===== config.mk =====
export PLATFORM = sky130hd
export DESIGN_NAME = mem_arbiter
export DESIGN_NICKNAME = d
export VERILOG_FILES = /design/src/rtl/mem_arbiter.sv
export SDC_FILE = /design/constraint.sdc
export NUM_CORES = 1
export LEC_CHECK = 0
export CORE_MARGIN = 8
export CORE_UTILIZATION = 36
export CTS_CLUSTER_DIAMETER = 80
export DETAILED_ROUTE_END_ITERATION = 7
export PLACE_DENSITY = 0.77
export SLEW_MARGIN = 10
export SYNTH_ARGS = -nofsm -noshare
export SYNTH_HDL_FRONTEND = slang
export SYNTH_SLANG_ARGS = --single-unit

===== constraint.sdc =====
create_clock -name clk_i -period 2.17 [get_ports clk_i]
set_input_delay 0.434 -clock clk_i [delete_from_list [all_inputs] [get_ports clk_i]]
set_output_delay 0.434 -clock clk_i [all_outputs]
set_load 0.05 [all_outputs]

===== src/rtl/mem_arbiter.sv =====
// rtl/mem_arbiter.sv - two-port memory arbiter with A priority, B starvation guard and B lock
module mem_arbiter #(
    parameter int DATA_WIDTH   = 16,
    parameter int ADDR_WIDTH   = 8,
    parameter int STARVE_LIMIT = 4
) (
    input  logic                  clk_i,
    input  logic                  reset_i,

    input  logic                  a_req_i,
    input  logic                  a_we_i,
    input  logic [ADDR_WIDTH-1:0] a_addr_i,
    input  logic [DATA_WIDTH-1:0] a_wdata_i,
    output logic                  a_gnt_o,
    output logic                  a_rvalid_o,
    output logic [DATA_WIDTH-1:0] a_rdata_o,

    input  logic                  b_req_i,
    input  logic                  b_we_i,
    input  logic [ADDR_WIDTH-1:0] b_addr_i,
    input  logic [DATA_WIDTH-1:0] b_wdata_i,
    input  logic                  b_lock_i,
    output logic                  b_gnt_o,
    output logic                  b_rvalid_o,
    output logic [DATA_WIDTH-1:0] b_rdata_o,

    output logic [ADDR_WIDTH-1:0] mem_addr_o,
    output logic [DATA_WIDTH-1:0] mem_wdata_o,
    output logic                  mem_wr_no,
    input  logic [DATA_WIDTH-1:0] mem_rdata_i,

    output logic                  locked_o
);

    localparam logic [0:0] ST_UNLOCKED = 1'b0;
    localparam logic [0:0] ST_LOCKED   = 1'b1;
    localparam logic [3:0] STARVE_MAX  = 4'(STARVE_LIMIT);

    logic [0:0]            state_q, state_d;
    logic [3:0]            starve_cnt_q, starve_cnt_d;
    logic [ADDR_WIDTH-1:0] addr_q, addr_d;
    logic [DATA_WIDTH-1:0] wdata_q, wdata_d;
    logic                  a_rvalid_q, a_rvalid_d;
    logic                  b_rvalid_q, b_rvalid_d;
    logic [DATA_WIDTH-1:0] a_rdata_q, a_rdata_d;
    logic [DATA_WIDTH-1:0] b_rdata_q, b_rdata_d;

    logic a_gnt;
    logic b_gnt;
    logic locked;
    logic starved;

    assign locked  = (state_q == ST_LOCKED);
    assign starved = b_req_i && (starve_cnt_q == STARVE_MAX);

    // Grant decision: lock owner first, then a starved B, then A, then B; nothing during reset
    always_comb begin
        a_gnt = 1'b0;
        b_gnt = 1'b0;
        if (!reset_i) begin
            if (locked) begin
                b_gnt = b_req_i;
            end else if (starved) begin
                b_gnt = 1'b1;
            end else if (a_req_i) begin
                a_gnt = 1'b1;
            end else begin
                b_gnt = b_req_i;
            end
        end
    end

    assign a_gnt_o  = a_gnt;
    assign b_gnt_o  = b_gnt;
    assign locked_o = locked;

    // Memory drive: granted port passes straight through, otherwise the last granted values hold
    always_comb begin
        addr_d    = addr_q;
        wdata_d   = wdata_q;
        mem_wr_no = 1'b1;
        if (a_gnt) begin
            addr_d    = a_addr_i;
            wdata_d   = a_wdata_i;
            mem_wr_no = ~a_we_i;
        end else if (b_gnt) begin
            addr_d    = b_addr_i;
            wdata_d   = b_wdata_i;
            mem_wr_no = ~b_we_i;
        end
    end

    assign mem_addr_o  = addr_d;
    assign mem_wdata_o = wdata_d;

    // Starvation counter: counts A wins while B waits, cleared once B is served or stops asking
    always_comb begin
        starve_cnt_d = starve_cnt_q;
        if (b_gnt || !b_req_i) begin
            starve_cnt_d = 4'd0;
        end else if (a_gnt && (starve_cnt_q != STARVE_MAX)) begin
            starve_cnt_d = starve_cnt_q + 4'd1;
        end
    end

    // Lock FSM: a granted B access with lock raised takes ownership, dropping lock releases it
    always_comb begin
        state_d = state_q;
        case (state_q)
            ST_UNLOCKED: if (b_gnt && b_lock_i) state_d = ST_LOCKED;
            ST_LOCKED:   if (!b_lock_i)         state_d = ST_UNLOCKED;
        endcase
    end

    // Read return: memory answers one cycle after the grant; rvalid is masked while reset is high
    assign a_rvalid_o = a_rvalid_q & ~reset_i;
    assign b_rvalid_o = b_rvalid_q & ~reset_i;
    assign a_rdata_o  = a_rvalid_o ? mem_rdata_i : a_rdata_q;
    assign b_rdata_o  = b_rvalid_o ? mem_rdata_i : b_rdata_q;

    // Next-state for the read return path
    always_comb begin
        a_rvalid_d = a_gnt & ~a_we_i;
        b_rvalid_d = b_gnt & ~b_we_i;
        a_rdata_d  = a_rdata_q;
        b_rdata_d  = b_rdata_q;
        if (a_rvalid_o) a_rdata_d = mem_rdata_i;
        if (b_rvalid_o) b_rdata_d = mem_rdata_i;
    end

    // State registers with synchronous reset
    always_ff @(posedge clk_i) begin
        if (reset_i) begin
            state_q      <= ST_UNLOCKED;
            starve_cnt_q <= 4'd0;
            addr_q       <= '0;
            wdata_q      <= '0;
            a_rvalid_q   <= 1'b0;
            b_rvalid_q   <= 1'b0;
            a_rdata_q    <= '0;
            b_rdata_q    <= '0;
        end else begin
            state_q      <= state_d;
            starve_cnt_q <= starve_cnt_d;
            addr_q       <= addr_d;
            wdata_q      <= wdata_d;
            a_rvalid_q   <= a_rvalid_d;
            b_rvalid_q   <= b_rvalid_d;
            a_rdata_q    <= a_rdata_d;
            b_rdata_q    <= b_rdata_d;
        end
    end

endmodule


# == Word-level counts from Yosys, hierarchy flattened ==
# Cells that the tools add are included.
# word_totals
regBits,63
inputBits,71
output_inout_bits,62
word_cells,44
# op_classes
n_addsub,1
eq_ne,2
muxes,19
bitwise_logic,8
reduce_logical,6
# ops
op,count
$mux W16,4
$mux W8,2
$mux W1,12
$add A4 B1 Y4 const B,1
$and A1 B1 Y1,4
$eq A4 B3 Y1 const B,1
$ne A4 B3 Y1 const B,1
$not A1 Y1,4
$logic_and A1 B1 Y1,3
$pmux W1 S2,1
$reduce_or A2 Y1,1
$logic_not A1 Y1,1
$logic_or A1 B1 Y1,1

# == Logic depth before layout (Yosys ltp) ==
# logic_depth
depth_word,8
depth_mapped,7

# == Worst setup path after synthesis ==
# Ideal clock, no wire load.
# synth_timing
path_kind,flip-flop to output port
from,"register state_q, in the netlist locked_o"
to,output port mem_addr_o[0]
arrival_time_ns,2.493
path_slack_ns,-0.757
stages_incl_launch_ff,6
path_buffers,2
cell_sequence,dfxtp_1 or3b_1 buf_2 buf_2 nor3_2 a221oi_1
# synth_between
elab_chain_cells,4
# synth_lines
element,line_no,source
"start, declared",39,"logic [0:0] state_q, state_d;"
"start signal, assigned",143,state_q <= state_d;
$mux W1,61,if (locked) begin
$mux W1,60,if (!reset_i) begin
$mux W8,86,end else if (b_gnt) begin
$mux W8 *,82,if (a_gnt) begin
"end, declared",27,"output logic [ADDR_WIDTH-1:0] mem_addr_o,"
# Mark *: on every way between the ends. The rest lies on a longest branch, timed or not.

# == Final worst setup path ==
# layout_timing
from,register starve_cnt_q[0]
to,output port mem_wdata_o[1]
# layout_between
elab_chain_cells,7
# layout_lines
element,line_no,source
"start, declared",40,"logic [3:0] starve_cnt_q, starve_cnt_d;"
"start signal, assigned",144,starve_cnt_q <= starve_cnt_d;
$eq A4 B3 Y1 *,54,assign starved = b_req_i && (starve_cnt_q == STARVE_MAX);
$logic_and A1 B1 Y1 *,54,
$mux W1,63,end else if (starved) begin
$mux W1,61,
$mux W1,60,
$mux W16,86,
$mux W16 *,82,
"end, declared",28,"output logic [DATA_WIDTH-1:0] mem_wdata_o,"
# Marks and branches as above.

==> out/results.txt <==
The run finished, with violations left. The final reports fail on setup timing. In the layout the commonest cells are clkdlybuf4s50_1 (68), buf_4 (68), dfxtp_1 (60), buf_12 (55), inv_1 (50). The synthesized design contains 63 register bits. The tool flagged a number of max-cap violations equal to 0. The tools report the number of placed cells counting well taps as 597. The post-synth design cell area was 3390 sq um; the maximum clock frequency was 424 MHz. Once the floorplan was initialized, standard cells occupied 36.9% of the core. The tools report the worst setup margin as -0.188 ns. The detailed-routing iteration count for the pre-antenna-repair pass was 4; the final RePlAce weighted congestion was 0.719.

Across all hold checks on the routed design, the worst slack comes to 0.503 ns. STA classifies the critical path endpoint as a primary output. The average instance in the mapped netlist occupies 10.3 sq um. The routed wirelength normalized by instance count was 19.3 um.

The logs give 0 for the max-slew violation count and 0 for the count of unresolved DRC violations after routing. From bottom edge to top edge, the die measures 113 um. In this run the power density over the cells is 563 nW/um^2. Data arrives at the worst endpoint at 1.92 ns. The area growth from synthesis to layout is 94.5%. For the worst flop-to-flop path, the logic depth is 7. The chip width was 113 um; the number of sinks on the clock net was 63.

The internal power of the cells totals 2.52 mW. Yosys mapped a number of flops with a built-in enable equal to 0. For the pin with the worst max-slew slack, the measured transition is 0.569 ns. The count of vias placed by the detailed router came out at 3292. In the synthesized netlist the async set-or-reset flop fraction comes to 0%.

The clock skew after layout came out at 0.0122 ns. The most used flip-flop cell after synthesis is dfxtp_1. The region available for standard cell placement spans 9200 sq um. TritonCTS built the clock tree. The worst hold path belongs to the class in2reg. Clock tree root driver cell: clkbuf_8. The run gives 0 as the count of final hold-check violations. The worst flop-to-flop path startpoint is starve_cnt_q[0]$_SDFFE_PP0P_.

The tools report the worst-case register-to-register setup slack as 0.29 ns. For this design the top-level I/O count stands at 133. The share of the clock period used by the worst path after layout came out at 109%. Buffers inserted during clock tree synthesis total 9. The tools report the endpoint of the most critical setup path as mem_wdata_o[1]. In this run the deepest clock path goes through 2 buffers. The tools report the antenna violation net count after detailed routing as 0.

The tools report the portion of the post-synthesis area used by sequential elements as 37.2%. Summed over all cells, the static leakage comes to 2.71 nW. During placement, the flow inserted port buffers numbering 132. Final number of setup-violating endpoints: 26. The maximum single-stage delay on the critical path was 0.34 ns; the share of layout cells above drive strength 1 was 51.0%. The tools report the switching power total as 1.20 mW.

The slowest stage of the critical path belongs to the cell dfxtp_2. Global routing finished with a remaining overflow of 0. The number of nets in the final layout is 590. The site row count is 35, and the share of total power consumed by net switching is 32.3%. Source-to-sink clock delay at the later pin of the worst-skew pair: 0.35 ns. The launching element of the worst setup path was starve_cnt_q[0]$_SDFFE_PP0P_. For this run, the total global-route usage over all layers was measured as 19.1%. The initial antenna violation count came out at 1. The cell with the most instances on the worst path is buf_12. The sequential power share came out at 32.8%. Excluding fillers, the count of instances in the completed layout stands at 634.

Yosys mapped the design onto 32 distinct sky130hd cell types. During synthesis, Yosys emitted a total of 0 warnings. Entering global routing, the biggest net connects 35 pins. The H-tree level count was 3. The worst reg2reg path endpoint is addr_q[7]$_SDFF_PP0_.

The largest driver fanout on the critical path came out at 6. Setup repair after global routing could not meet its margin everywhere. The number of hold buffers added after CTS was 0. The signal on the critical path passes through inv_2, ha_4, nand3b_4, a211oi_4, buf_6, buf_12, buf_12, a221oi_4, buf_12. The first global-routing pass estimated 19.5 mm of wire.

The area of placed instances is 5990 sq um, and the portion of total power attributed to the clock network is 31.1%. The worst-case IR drop observed on VDD is 275 uV. The run gives 3742 as the via count of the first global-routing pass. After layout, the minimum clock period comes to 2.36 ns. The aggregate routed wire length was 12.2 mm; the synthesized netlist cell count was 331.

The tools report the data required time of the worst path as 1.74 ns. Detailed placement ended at an HPWL of 8.44 mm. The finished cells cover 6600 sq um.

The net count after synthesis is 404. The detailed-route vias per instance came out at 5.19. Type of the setup path with the least slack: reg2out.

The run gives 36.0% as the combinational share of power. The die covers 12800 sq um. The hold path startpoint is reset_i. The clock-pin transition on the worst setup and hold timing paths was 0.08 ns. The first routing iteration left 91 violations.

Measured on the finished design, the core utilization comes to 71.8%. STA classifies the critical path startpoint as a flip-flop. For the worst slew margin relative to its limit, the log shows 62.0%.
repair_timing:
item                                    4_1_cts  5_1_grt
pin swaps                                    13        7
hold endpoints to repair                      0        0
setup buffers                                14        3
endpoints found under the setup margin       34       26
resized for setup                            25       11
cloned                                        4        1
power groups by stage:
| stage | combinational [mW] | sequential (mW) | clock, mW |
|---|---|---|---|
| after global placement | 1.24 | 1.24 | 0 |
| after global routing | 1.40 | 1.22 | 1.22 |
| after floorplan | 0.676 | 1.24 | 0 |
| final | 1.34 | 1.22 | 1.16 |
| after CTS | 1.34 | 1.22 | 1.17 |
| after detailed placement | 1.26 | 1.24 | 0 |
kinds of logic after synthesis:
kind of cell    synth area share, %
buf+inv                        11.7
compound gates                 22.5
simple gates                   14.9
flops                          37.2
mux                            12.5
xor+xnor                      0.516
fa+ha+maj                     0.737
flip-flops by register name (all words and copies together), names as in the netlist:
signal        flops
locked_o          1
b_rdata_q        16
wdata_q          16
a_rdata_q        16
b_rvalid_q        1
starve_cnt_q      4
a_rvalid_q        1
addr_q            8
layer usage:
layer,GRT usage [%],wire [um]
met1,20.3,4760
met4,5.60,188
met5,0,0
met3,6.50,902
met2,34.7,6390
cell usage after synthesis (2+ instances only):
library cell / n / area share, %
a2111oi_0: 2 / 0.52
a2111oi_1: 4 / 1.2
a2111oi_2: 18 / 8.0
a211oi_1: 24 / 5.3
a221oi_1: 24 / 6.2
and2_1: 32 / 5.9
buf_2: 11 / 1.6
buf_4: 6 / 1.3
buf_6: 6 / 2.0
clkbuf_1: 7 / 0.77
dfxtp_1: 63 / 37
ha_1: 2 / 0.74
inv_1: 52 / 5.8
inv_2: 2 / 0.22
mux2_2: 15 / 5.0
mux2_4: 17 / 7.5
nor2_1: 6 / 0.66
nor2b_1: 3 / 0.55
nor3_1: 7 / 1.0
nor3_2: 18 / 5.3
through the flow:
stage	setup WS, ns	TNS (ns)	total power [mW]
final	-0.188	-3.80	3.72
after global routing	-0.249	-5.51	3.85
after CTS	-0.197	-4.14	3.73
after detailed placement	-0.402	-7.69	2.51
after global placement	-0.320	-7.28	2.48
after floorplan	-0.0393	-0.748	1.92
worst min-delay path by stage:
stage / depth (start not counted) / to / slack [ns]
floorplan: 1 / starve_cnt_q[0]$_SDFFE_PP0P_ / 0.41
global placement: 1 / starve_cnt_q[0]$_SDFFE_PP0P_ / 0.41
detailed placement: 1 / starve_cnt_q[0]$_SDFFE_PP0P_ / 0.44
CTS: 3 / wdata_q[14]$_SDFF_PP0_ / 0.50
global route: 3 / wdata_q[2]$_SDFF_PP0_ / 0.51
finish: 3 / wdata_q[2]$_SDFF_PP0_ / 0.50
cell type report:
class | count | area, sq um
Multi-Input combinational cell | 185 | 2280
Fill cell | 653 | 2600
Sequential cell | 63 | 1270
Antenna cell | 1 | 2.50
Timing Repair Buffer | 204 | 2480
Clock inverter | 5 | 62.6
Inverter | 54 | 203
Clock buffer | 11 | 163
Tap cell | 111 | 139
critical path, delay by kind of cell, from the launching register on:
family / cells / cell delay, ns
buffers and inverters: 5 / 0.63
DFF: 1 / 0.34
AOI/OAI and AO/OA: 2 / 0.34
adders and majority gates: 1 / 0.17
and+or+nand+nor: 1 / 0.09
No activity file was read; power rests on OpenSTA's default activity.
